File: config.mk
export PLATFORM = sky130hd
export DESIGN_NAME = gain_driver
export DESIGN_NICKNAME = d
export VERILOG_FILES = /design/src/rtl/gain_driver.sv
export SDC_FILE = /design/constraint.sdc
export NUM_CORES = 1
export LEC_CHECK = 0
export ABC_AREA = 1
export CORE_ASPECT_RATIO = 0.9
export CORE_UTILIZATION = 50
export CTS_CLUSTER_DIAMETER = 100
export DETAILED_ROUTE_END_ITERATION = 8
export PLACE_DENSITY = 0.8
export SYNTH_ARGS = -nofsm -noshare
export SYNTH_HDL_FRONTEND = slang
export SYNTH_SLANG_ARGS = --single-unit
File: constraint.sdc
create_clock -name clk -period 2.82 [get_ports clk]
set_clock_uncertainty 0.2 [all_clocks]
set_input_delay 0.423 -clock clk [delete_from_list [all_inputs] [get_ports clk]]
set_output_delay 0.423 -clock clk [all_outputs]
set_load 0.02 [all_outputs]
File: src/rtl/gain_driver.sv
// Sequences one sample through an external gain block: optional coefficient
// reload with readback check, start pulse, bounded wait for the result, output hold.
module gain_driver #(
    parameter int A_WDT    = 16,
    parameter int COEF_WDT = 16,
    parameter int TIMEOUT  = 64
) (
    input  logic                    clk,
    input  logic                    reset,
    input  logic                    inValid,
    output logic                    inReady,
    input  logic signed [A_WDT-1:0] inA,
    input  logic [31:0]             inCoef,
    output logic                    outValid,
    input  logic                    outReady,
    output logic signed [A_WDT-1:0] outY,
    output logic                    avsWr,
    output logic [31:0]             avsWrData,
    input  logic [31:0]             avsRdData,
    output logic                    st,
    output logic signed [A_WDT-1:0] a,
    input  logic                    rdy,
    input  logic signed [A_WDT-1:0] y,
    output logic                    errTo,
    output logic                    errCfg,
    input  logic                    errClr
);

    typedef enum logic [2:0] {
        IDLE,
        LOAD,
        CHECK,
        START,
        WAIT,
        HOLD
    } state_t;

    localparam logic [15:0] TO_LAST = 16'(TIMEOUT - 1);

    state_t                  state_q, state_d;
    logic                    in_ready_q, in_ready_d;
    logic                    out_valid_q, out_valid_d;
    logic signed [A_WDT-1:0] out_y_q, out_y_d;
    logic                    avs_wr_q, avs_wr_d;
    logic [31:0]             avs_wr_data_q, avs_wr_data_d;
    logic                    st_q, st_d;
    logic signed [A_WDT-1:0] a_q, a_d;
    logic                    err_to_q, err_to_d;
    logic                    err_cfg_q, err_cfg_d;
    logic                    coef_loaded_q, coef_loaded_d;
    logic [31:0]             last_coef_q, last_coef_d;
    logic [15:0]             cnt_q, cnt_d;
    logic signed [A_WDT-1:0] smp_q, smp_d;
    logic [31:0]             coef_q, coef_d;
    logic                    set_to, set_cfg;
    logic                    unused_rd;

    assign unused_rd = ^(avsRdData >> COEF_WDT);

    always_comb begin
        state_d       = state_q;
        out_y_d       = out_y_q;
        coef_loaded_d = coef_loaded_q;
        last_coef_d   = last_coef_q;
        cnt_d         = cnt_q;
        smp_d         = smp_q;
        coef_d        = coef_q;
        set_to        = 1'b0;
        set_cfg       = 1'b0;
        unique case (state_q)
            IDLE: begin
                if (in_ready_q && inValid) begin
                    smp_d   = inA;
                    coef_d  = inCoef;
                    state_d = (!coef_loaded_q || inCoef != last_coef_q)
                              ? LOAD : START;
                end
            end
            LOAD: begin
                last_coef_d   = coef_q;
                coef_loaded_d = 1'b1;
                state_d       = CHECK;
            end
            CHECK: begin
                if (avsRdData[COEF_WDT-1:0] != last_coef_q[COEF_WDT-1:0])
                    set_cfg = 1'b1;
                state_d = START;
            end
            START: begin
                cnt_d   = '0;
                state_d = WAIT;
            end
            WAIT: begin
                // rdy is only looked at from here on, so a rdy coincident with st is ignored
                if (rdy) begin
                    out_y_d = y;
                    state_d = HOLD;
                end else if (cnt_q == TO_LAST) begin
                    set_to  = 1'b1;
                    state_d = IDLE;
                end else begin
                    cnt_d = cnt_q + 16'd1;
                end
            end
            HOLD: begin
                if (outReady)
                    state_d = IDLE;
            end
            default: state_d = IDLE;
        endcase

        // Outputs are registered decodes of the next state
        in_ready_d    = (state_d == IDLE);
        out_valid_d   = (state_d == HOLD);
        avs_wr_d      = (state_d == LOAD);
        avs_wr_data_d = (state_d == LOAD) ? coef_d : avs_wr_data_q;
        st_d          = (state_d == START);
        a_d           = st_d ? smp_d : '0;
        err_to_d      = set_to | (err_to_q & ~errClr);
        err_cfg_d     = set_cfg | (err_cfg_q & ~errClr);
    end

    always_ff @(posedge clk or negedge reset) begin
        if (!reset) begin
            state_q       <= IDLE;
            in_ready_q    <= 1'b0;
            out_valid_q   <= 1'b0;
            out_y_q       <= '0;
            avs_wr_q      <= 1'b0;
            avs_wr_data_q <= '0;
            st_q          <= 1'b0;
            a_q           <= '0;
            err_to_q      <= 1'b0;
            err_cfg_q     <= 1'b0;
            coef_loaded_q <= 1'b0;
            last_coef_q   <= '0;
            cnt_q         <= '0;
            smp_q         <= '0;
            coef_q        <= '0;
        end else begin
            state_q       <= state_d;
            in_ready_q    <= in_ready_d;
            out_valid_q   <= out_valid_d;
            out_y_q       <= out_y_d;
            avs_wr_q      <= avs_wr_d;
            avs_wr_data_q <= avs_wr_data_d;
            st_q          <= st_d;
            a_q           <= a_d;
            err_to_q      <= err_to_d;
            err_cfg_q     <= err_cfg_d;
            coef_loaded_q <= coef_loaded_d;
            last_coef_q   <= last_coef_d;
            cnt_q         <= cnt_d;
            smp_q         <= smp_d;
            coef_q        <= coef_d;
        end
    end

    assign inReady   = in_ready_q;
    assign outValid  = out_valid_q;
    assign outY      = out_y_q;
    assign avsWr     = avs_wr_q;
    assign avsWrData = avs_wr_data_q;
    assign st        = st_q;
    assign a         = a_q;
    assign errTo     = err_to_q;
    assign errCfg    = err_cfg_q;

endmodule

# After elaboration in Yosys (flattened, before gate mapping)
# Cells that the tools add are included.
[classes]
add_sub_neg = 1
eq_ne = 13
mux = 19
n_bitwise = 5
n_reduce_logical = 8
[op_table]
columns = ["operator", "count"]
rows = [
  ["$mux 16", 5],
  ["$mux 32", 2],
  ["$ne 32x32->1", 1],
  ["$pmux 16 s2", 1],
  ["$pmux 3 s6", 1],
  ["$add 16x1->16 const B", 1],
  ["$eq 16x6->1 const B", 1],
  ["$ne 16x16->1", 1],
  ["$mux 3", 4],
  ["$eq 3x2->1 const B", 3],
  ["$eq 3x3->1 const B", 3],
  ["$eq 3x1->1 const B", 2],
  ["$logic_not 3->1", 2],
  ["$mux 1", 5],
  ["$ne 2x2->1 const B", 2],
  ["$reduce_and 3->1", 1],
  ["$and 1x1->1", 2],
  ["$mux 2", 1],
  ["$or 1x1->1", 2],
  ["$reduce_and 2->1", 1],
  ["$reduce_bool 2->1", 1],
  ["$logic_and 1x1->1", 1],
  ["$logic_not 1->1", 1],
  ["$logic_or 1x1->1", 1],
  ["$not 1->1", 1],
]
[totals]
ff_bits = 170
output_inout_bits = 70
wordCells = 61

# Logic depth before layout (Yosys ltp)
# Gate-level depths: netlist (run 1).
[logic_depth]
word_depth = 7
mapped_depth = 14
mapped_depth_nobuf = 13

# Worst setup path after synthesis (run 1)
# Ideal clock, no wire load.
[synth_path]
path_kind = "reg2reg"
start = "register cnt_q[0]"
end = "register avs_wr_data_q[12] (netlist: avsWrData[12])"
setup_ns = 0.117
arrival_ns = 1.636
required_ns = 2.503
path_slack_ns = 0.867
stages_incl_launch_ff = 12
path_buffers = 1
period_less_slack_ns = 1.953
path_cell_list = "dfrtp_1 -> ha_1 -> nand3_1 -> nor2_1 -> nand3_1 -> nand2_1 -> nand2_1 -> nor2_4 -> nand3_4 -> buf_2 -> nand2_1 -> nand2_1"
[synth_via]
elab_chain_len = 5
[synth_rtl]
columns = ["element", "line_no", "text"]
rows = [
  ["start, declared", "52", "logic [15:0] cnt_q, cnt_d;"],
  ["start signal, assigned", "153", "cnt_q <= cnt_d;"],
  ["$eq 16x6->1", "98", "end else if (cnt_q == TO_LAST) begin"],
  ["$mux 3", "98", ""],
  ["$mux 3", "95", "if (rdy) begin"],
  ["$pmux 3 s6", "70", "unique case (state_q)"],
  ["$eq 3x1->1", "116", "avs_wr_data_d = (state_d == LOAD) ? coef_d : avs_wr_data_q;"],
  ["end signal, assigned", "146", "avs_wr_data_q <= avs_wr_data_d;"],
  ["end, declared", "45", "logic [31:0] avs_wr_data_q, avs_wr_data_d;"],
]
# No other way between the ends.
# A chain may end at the register's enable or synchronous reset.

# Worst setup path in the final report (run 1)
[layout_path]
start = "register cnt_q[0]"
end = "register avs_wr_data_q[11] (netlist: avsWrData[11])"
# The elaborated chain is that of the path after synthesis.

==> results by group, run 1 <==
Synth
  – Yosys top cell area share: 0.570
  – Avg Inst Size Synth: 8.86 um^2
  – Gate Count Post-Synth: 842
  – Synth Area in Simple Gates: 0.229
  – Multiplexer share of the synthesized area: 0
  – Top cells by area, synth: dfrtp_1 (57%), nand2_1 (13%), o21ai_0 (5.8%)
  – Most common cell in the netlist: nand2_1
  – Synth Area in Compound Gates: 0.0738
  – Fraction of registers with async set/reset: 1.00
  – Yosys top cell by area: dfrtp_1
  – Synth Area in XOR/XNOR: 0.0540
  – Warnings, synthesis: 0
  – Sequential share of the synthesized area: 0.570
  – Top cells by count, synth: nand2_1 (251), dfrtp_1 (170), inv_1 (91)
  – Largest family of logic cells by synthesized area: simple AND/OR/NAND/NOR gates
  – Syn Nets: 945
  – Unique masters post-synth: 33
  – Main synth FF type: dfrtp_1
  – Post-Synth Adder-Cell Area: 0.00168
  – Area of the mapped netlist: 7460 um^2
  – #FFs+latches synth: 170
  – Number of synthesized flops with an enable pin: 0

Setup path
  – Critical Path Start Type: flop
  – Critical path fanouts, max: 33
  – Category of the most critical setup path: flop to flop
  – R2R cell count: 10
  – R2r setup slk: roughly 0.4 ns
  – Crit path DAT: 2.53 ns
  – CP endpoint kind: flop
  – CP Data Required Time: just under 3 ns
  – RR Startpoint: cnt_q[0]$_DFFE_PN0P_
  – Worst r2r dst: avsWrData[11]$_DFFE_PN0N_
  – CP Launch Point: cnt_q[0]$_DFFE_PN0P_
  – Critical path endpoint: avsWrData[11]$_DFFE_PN0N_

Floorplanning
  – Die H: 118 um
  – Core area: 14300 um^2
  – Die ar.: 15400 um^2
  – FP Rows: just over 40
  – Initial Util: 0.521
  – Chip width: 131 um
  – Ports: 172

GRT
  – Global route total overflow: 0
  – Number of global-route vias before repair: roughly 5.8k
  – Met2 Use GR: 0.366
  – Met3 Usage GRT: 0.0518
  – Met1 usage: 0.342
  – Largest net degree at the start of global routing: 66
  – First-pass GRT wire length: 28600 um
  – GRT Resource Usage Total: 0.241
  – Busiest grt layer: met2
  – Initial antenna violation count: 0

Clocking
  – Post-CTS Setup Inserts: 0
  – Worst-Skew Late Latency: roughly 0.43 ns
  – CTS tree: yes
  – Clock Path Buffers: 2
  – TritonCTS buffer count: 17
  – Root buf cell: clkbuf_16
  – Clk slew on worst S/H paths: 0.07 ns
  – H-tree depth: 4
  – # clock sinks: between 150 and 200

STA
  – RSZ-0062 raised after global routing: false
  – Crit share post-route: 0.858
  – Hold Fails Final Rpt: 0
  – Slew HR: 0.593
  – Fmax: 0.413 GHz
  – Setup TNS: 0 ns
  – Final slew viol count: 0
  – Slew of the pin with the lowest slew margin: 0.610 ns
  – Final WS setup: 0.401 ns
  – Period minus WS final: between 2 and 2.5 ns
  – Endpoints failing setup: 0

Power
  – Peak VDD IR: 0.705 mV
  – Combinational Power Share: 0.414
  – Sw Pwr: between 4 and 5 mW
  – Net Sw Frac: 0.390
  – P per Cell Area: 1120 nW/um^2
  – Internal: 6.71 mW
  – LEAKAGE: around 4.6 nW
  – Seq pwr share: 0.372
  – Clock power share: 0.214

Place
  – DP Worst Slack: 0.0176 ns
  – Gpl congestion: about 0.85
  – DP Wirelength: between 10000 and 15000 um
  – IO Port Bufs: 155

Job
  – Max-capacitance violation count: 0

Layout
  – Nets: approximately 1.1k
  – Layout cells sized above 1: 0.0774
  – Register area: 4250 um^2
  – P&R area growth vs syn: 31.9%
  – # diodes: 0
  – Multi-input gate area: roughly 2700 um^2
  – Fillers: 1078

Route
  – Drc violations: 0
  – Via count: between 5k and 6k
  – Initial DRC count: between 300 and 400
  – First-pass DRT Iterations: 4
  – Avg WL per Cell: 14.4 um
  – Final Routed Wirelength: 17300 um
  – Vias per cell: 5.00
  – Antenna Violating Nets Remaining: 0

Outcome
  – Status: finished, final reports clean

Hold path
  – Worst min-delay path category: flop to flop
==> worst max-delay path: stages (launching register included) <==
cell and delay [ns]:
dfrtp_1 0.38, ha_1 0.19, nand3_1 0.15, nor2_1 0.26, nand3_1 0.16, nand2_1 0.11, nand2_1 0.09, nor2_4 0.14
nand3_4 0.37, nand2_1 0.19, nand2_1 0.06
==> flip-flops by register name, summed over array words and instances (netlist names), 3 cells and up <==
signal       cells
avsWrData       32
coef_q          32
last_coef_q     32
a               16
cnt_q           16
outY            16
smp_q           16
state_q          3
==> worst min path at each step <==
stage,start,end,slack (ns),cells past startpoint
after floorplan,reset,a[0]$_DFF_PN0_,-0.07,0
after detailed placement,reset,last_coef_q[13]$_DFFE_PN0P_,0.21,1
after global routing,avsWrData[13]$_DFFE_PN0N_,avsWrData[13]$_DFFE_PN0N_,0.29,2
final,coef_loaded_q$_DFFE_PN0P_,coef_loaded_q$_DFFE_PN0P_,0.27,2
after CTS,coef_loaded_q$_DFFE_PN0P_,coef_loaded_q$_DFFE_PN0P_,0.27,2
after global placement,reset,coef_q[9]$_DFF_PN0_,0.21,1
==> power by group through the flow <==
| stage | registers (mW) | clock network (mW) | logic (mW) |
|---|---|---|---|
| floorplan | 4.55 | 0 | 2.33 |
| global placement | 4.09 | 0 | 4.41 |
| detailed placement | 4.11 | 0 | 4.55 |
| CTS | 4.09 | 2.38 | 4.59 |
| global route | 4.22 | 2.48 | 5.04 |
| finish | 4.09 | 2.35 | 4.55 |
==> placed cells by master, fill, tap and decap left out, types with 2 or more instances in the layout <==
cell and count:
inv_6 3, clkinv_4 2, buf_4 12, buf_12 3, clkdlybuf4s50_1 154, nand3b_1 2, nand2_1 251, nor3_1 8
bufinv_16 2, nand3_1 16, nand4_1 38, nor2_1 45, xor2_1 19, inv_8 2, inv_2 3, inv_1 91
dfrtp_1 170, o31ai_1 8, a21oi_1 5, or2_2 20, o21ai_0 87, xnor2_1 27, nor4_1 3, clkbuf_16 17
clkinvlp_4 4
==> per-layer routing <==
layer | vias to the layer above | routed length, um | share of wire
li1 | 2965 | - | -
met1 | 2852 | 7910 | 0.46
met2 | 155 | 8240 | 0.48
met3 | 27 | 822 | 0.048
met4 | 0 | 291 | 0.017
met5 | - | 0 | 0
==> logic make-up after synthesis <==
logic type | after synthesis
XOR/XNOR | 46
adder cells (fa/ha/maj) | 1
AND/OR/NAND/NOR | 390
flip-flops | 170
buffers and inverters | 131
AO/OA/AOI/OAI | 104
==> per-stage QoR <==
| step | instance area (um^2) | utilization | cells | hold WS (ns) | power (mW) |
|---|---|---|---|---|---|
| 4_1_cts | 9840 | 0.687 | 1201 | 0.272 | 11.1 |
| 5_1_grt | 9840 | 0.687 | 1201 | 0.287 | 11.7 |
| 6_report | 9840 | 0.687 | 1201 | 0.267 | 11.0 |
| 2_1_floorplan | 7460 | - | 842 | -0.0726 | 6.88 |
| 3_3_place_gp | 9230 | 0.645 | 1168 | 0.206 | 8.50 |
| 3_5_place_dp | 9230 | 0.645 | 1168 | 0.209 | 8.66 |
==> area by class of cell <==
class                   instances  area share
flip-flops and latches        170       0.432
multi-input cells             541       0.272
repair buffers                171       0.174
clock buffers                  18      0.0446
inverters                      94      0.0359
well taps                     193      0.0245
clock inverters                14      0.0164
==> what timing repair did <==
| item | in CTS | in global routing |
|---|---|---|
| setup endpoints to repair | 0 | 0 |
| gates resized for setup | 0 | 0 |
| hold endpoints to repair | 48 | 0 |
| hold buffers | 1 | 0 |
No activity file was read; power rests on OpenSTA's default activity.
==> inputs of run 2 (changes only) <==
--- a/config.mk
+++ b/config.mk
@@ -10,7 +10,8 @@
 export CORE_UTILIZATION = 50
 export CTS_CLUSTER_DIAMETER = 100
 export DETAILED_ROUTE_END_ITERATION = 8
-export PLACE_DENSITY = 0.8
+export PLACE_DENSITY_LB_ADDON = 0.12
+export REMOVE_ABC_BUFFERS = 1
 export SYNTH_ARGS = -nofsm -noshare
 export SYNTH_HDL_FRONTEND = slang
 export SYNTH_SLANG_ARGS = --single-unit
==> run 2 against run 1 <==
Against the previous run:
- total power about the same
- fmax is 0.33% higher
- global-route usage fell by 0.056 points
- non-clock buffer count up 1
- register-to-register slack about the same
- setup slack better by 0.0080 ns
- largest power group unchanged
==> results by group, run 2 (synthesized netlist as in run 1, its figures left out) <==
Floorplanning
  – Die ar.: 15400 um^2 (unchanged)
  – Core area: 14300 um^2 (unchanged)
  – FP Rows: 41 (unchanged)
  – Ports: 172 (unchanged)
  – Chip width: 131 um (unchanged)
  – Initial Util: 0.521 (unchanged)
  – Die H: 118 um (unchanged)

Layout
  – Most frequent cells in the layout: nand2_1 (251), dfrtp_1 (170), clkdlybuf4s50_1 (154)
  – Final instance area: 9830 um^2 (-0.14%)
  – Fillers: 1161 (+7.7%)
  – Nets: 1099 (+0.091%)
  – P&R area growth vs syn: 31.7%
  – Layout cells sized above 1: 0.0763 (-0.00107)
  – Most common cell after layout, fill and taps aside: nand2_1
  – # diodes: 0 (unchanged)

Setup path
  – CP delay by family, top: simple AND/OR/NAND/NOR gates
  – CP dominant cell by count: nand2_1
  – CP endpoint kind: flop
  – Crit path DAT: 2.52 ns (about the same)
  – Critical path fanouts, max: 33 (unchanged)
  – Buf/Inv on CP: 0 (unchanged)
  – CP max stage delay: 0.38 ns (about the same)
  – CP Data Required Time: 2.93 ns (about the same)
  – Critical Path Start Type: flop
  – Critical path, cell by cell: ha_1 > nand3_1 > nor2_1 > nand3_1 > nand2_1 > nand2_1 > nor2_4 > nand3_4 > nand2_1 > nand2_1
  – Category of the most critical setup path: flop to flop
  – Slowest-stage cell, CP: dfrtp_1

GRT
  – GRT Resource Usage Total: 0.240 (-0.000558)
  – Largest net degree at the start of global routing: 66 (unchanged)
  – Number of global-route vias before repair: 5853 (+0.62%)
  – Global route total overflow: 0 (unchanged)
  – First-pass GRT wire length: 28500 um (-0.48%)
  – Initial antenna violation count: 0 (unchanged)

Route
  – Drc violations: 0 (unchanged)
  – Final Routed Wirelength: 17200 um (-0.50%)
  – Initial DRC count: 360 (-9.8%)
  – First-pass DRT Iterations: 4 (unchanged)
  – Via count: 5905 (-1.6%)
  – Vias per cell: 4.91 (-1.6%)
  – Antenna Violating Nets Remaining: 0 (unchanged)
  – Avg WL per Cell: 14.3 um (-0.58%)

Power
  – Peak VDD IR: 0.627 mV (-11%)
  – LEAKAGE: 4.65 nW (+0.26%)
  – Power Total: 11.0 mW (about the same)
  – P per Cell Area: 1120 nW/um^2 (+0.24%)

STA
  – RSZ-0062 raised after global routing: false
  – Endpoints failing setup: 0 (unchanged)
  – Slew HR: 0.612 (+0.0194)
  – Slew of the pin with the lowest slew margin: 0.581 ns (-0.0291 ns)
  – Final slew viol count: 0 (unchanged)
  – Setup TNS: 0 ns (unchanged)
  – Final Hold Slack: 0.265 ns (-0.00101 ns)
  – Fmax: 0.415 GHz (+0.33%)
  – Hold Fails Final Rpt: 0 (unchanged)
  – Period minus WS final: 2.41 ns (-0.00798 ns)
  – Crit share post-route: 0.855 (-0.00283)

Clocking
  – H-tree depth: 4 (unchanged)
  – Post-CTS Setup Inserts: 0 (unchanged)
  – Clk slew on worst S/H paths: 0.06 ns (about the same)
  – Root buf cell: clkbuf_16
  – TritonCTS buffer count: 17 (unchanged)
  – Worst-Skew Late Latency: 0.43 ns (about the same)
  – # clock sinks: 170 (unchanged)
  – CTS tree: yes
  – Clock Path Buffers: 2 (unchanged)

Hold path
  – Worst min-delay path category: flop to flop

Place
  – Gpl congestion: 0.914 (+7.8%)
  – IO Port Bufs: 155 (unchanged)
  – DP Wirelength: 11600 um (-1.7%)
  – Area after DPL: 9210 um^2 (-0.19%)

Job
  – Max-capacitance violation count: 0 (unchanged)

Outcome
  – Status: finished, final reports clean
## run 2: cell types whose count changed in the layout (fill, tap and decap cells not counted), sizes merged
cell | before | now
clkinv | 3 | 6
bufinv | 2 | 3
clkinvlp | 4 | 1
buf | 16 | 17
clkbuf | 18 | 21
inv | 99 | 95
## run 2: metal layers
| layer | part of all wire | up-vias | track usage |
|---|---|---|---|
| met5 | 0 | - | 0 |
| met4 | 0.020 | 0 | 0.0927 |
| met3 | 0.046 | 27 | 0.0536 |
| met2 | 0.47 | 137 | 0.379 |
| met1 | 0.46 | 2765 | 0.321 |
| li1 | - | 2976 | - |
## run 2: worst paths after layout
kind | slack [ns] | start | cells past startpoint | to
min in group asynchronous | 0.32 | reset | 2 | coef_q[23]$_DFF_PN0_
max | 0.41 | cnt_q[0]$_DFFE_PN0P_ | 10 | avsWrData[18]$_DFFE_PN0N_
max reg2reg | 0.41 | cnt_q[0]$_DFFE_PN0P_ | 10 | avsWrData[18]$_DFFE_PN0N_
min reg2reg | 0.27 | coef_loaded_q$_DFFE_PN0P_ | 2 | coef_loaded_q$_DFFE_PN0P_
max in group asynchronous | 1.36 | reset | 3 | last_coef_q[13]$_DFFE_PN0P_
min | 0.27 | coef_loaded_q$_DFFE_PN0P_ | 2 | coef_loaded_q$_DFFE_PN0P_
## run 2: where the power goes
group | total [mW] | switching (mW) | internal [mW]
Clock | 2.39 | 0.945 | 1.44
Combinational | 4.52 | 2.68 | 1.84
Sequential | 4.10 | 0.582 | 3.52
## run 2: area by class of cell
type                       count  area [um^2]  area share
sequential                   170         4250       0.433
multi-input combinational    541         2680       0.273
timing repair buffer         172         1700       0.173
clock buffer                  21          460      0.0469
inverter                      94          353      0.0359
tap                          193          241      0.0246
clock inverter                11          144      0.0146
## run 2: worst register-to-register path, cell delays in order, from the launching register on
cell and delay (ns):
dfrtp_1 0.38, ha_1 0.20, nand3_1 0.15, nor2_1 0.24, nand3_1 0.15, nand2_1 0.10
nand2_1 0.10, nor2_4 0.15, nand3_4 0.37, nand2_1 0.19, nand2_1 0.06
## run 2: through the flow
stage | instances | utilization | setup slack (ns)
after CTS | 1202 | 0.687 | 0.384
after global routing | 1202 | 0.687 | 0.146
after detailed placement | 1169 | 0.644 | 0.152
final | 1202 | 0.687 | 0.408
after global placement | 1169 | 0.644 | 0.183
after floorplan | 805 | - | -0.649
## run 2: repair_timing
| item | 4_1_cts | 5_1_grt |
|---|---|---|
| gates resized for setup | 0 | 0 |
| endpoints found under the setup margin | 0 | 0 |
| hold buffers | 1 | 0 |
| hold endpoints to repair | 50 | 0 |
==> inputs of run 3 (changes only) <==
--- a/config.mk
+++ b/config.mk
@@ -6,6 +6,7 @@
 export NUM_CORES = 1
 export LEC_CHECK = 0
 export ABC_AREA = 1
+export CAP_MARGIN = 20
 export CORE_ASPECT_RATIO = 0.9
 export CORE_UTILIZATION = 50
 export CTS_CLUSTER_DIAMETER = 100
==> results of run 3 <==
No change in the layout: final DEF, timing and power equal those of run 2.
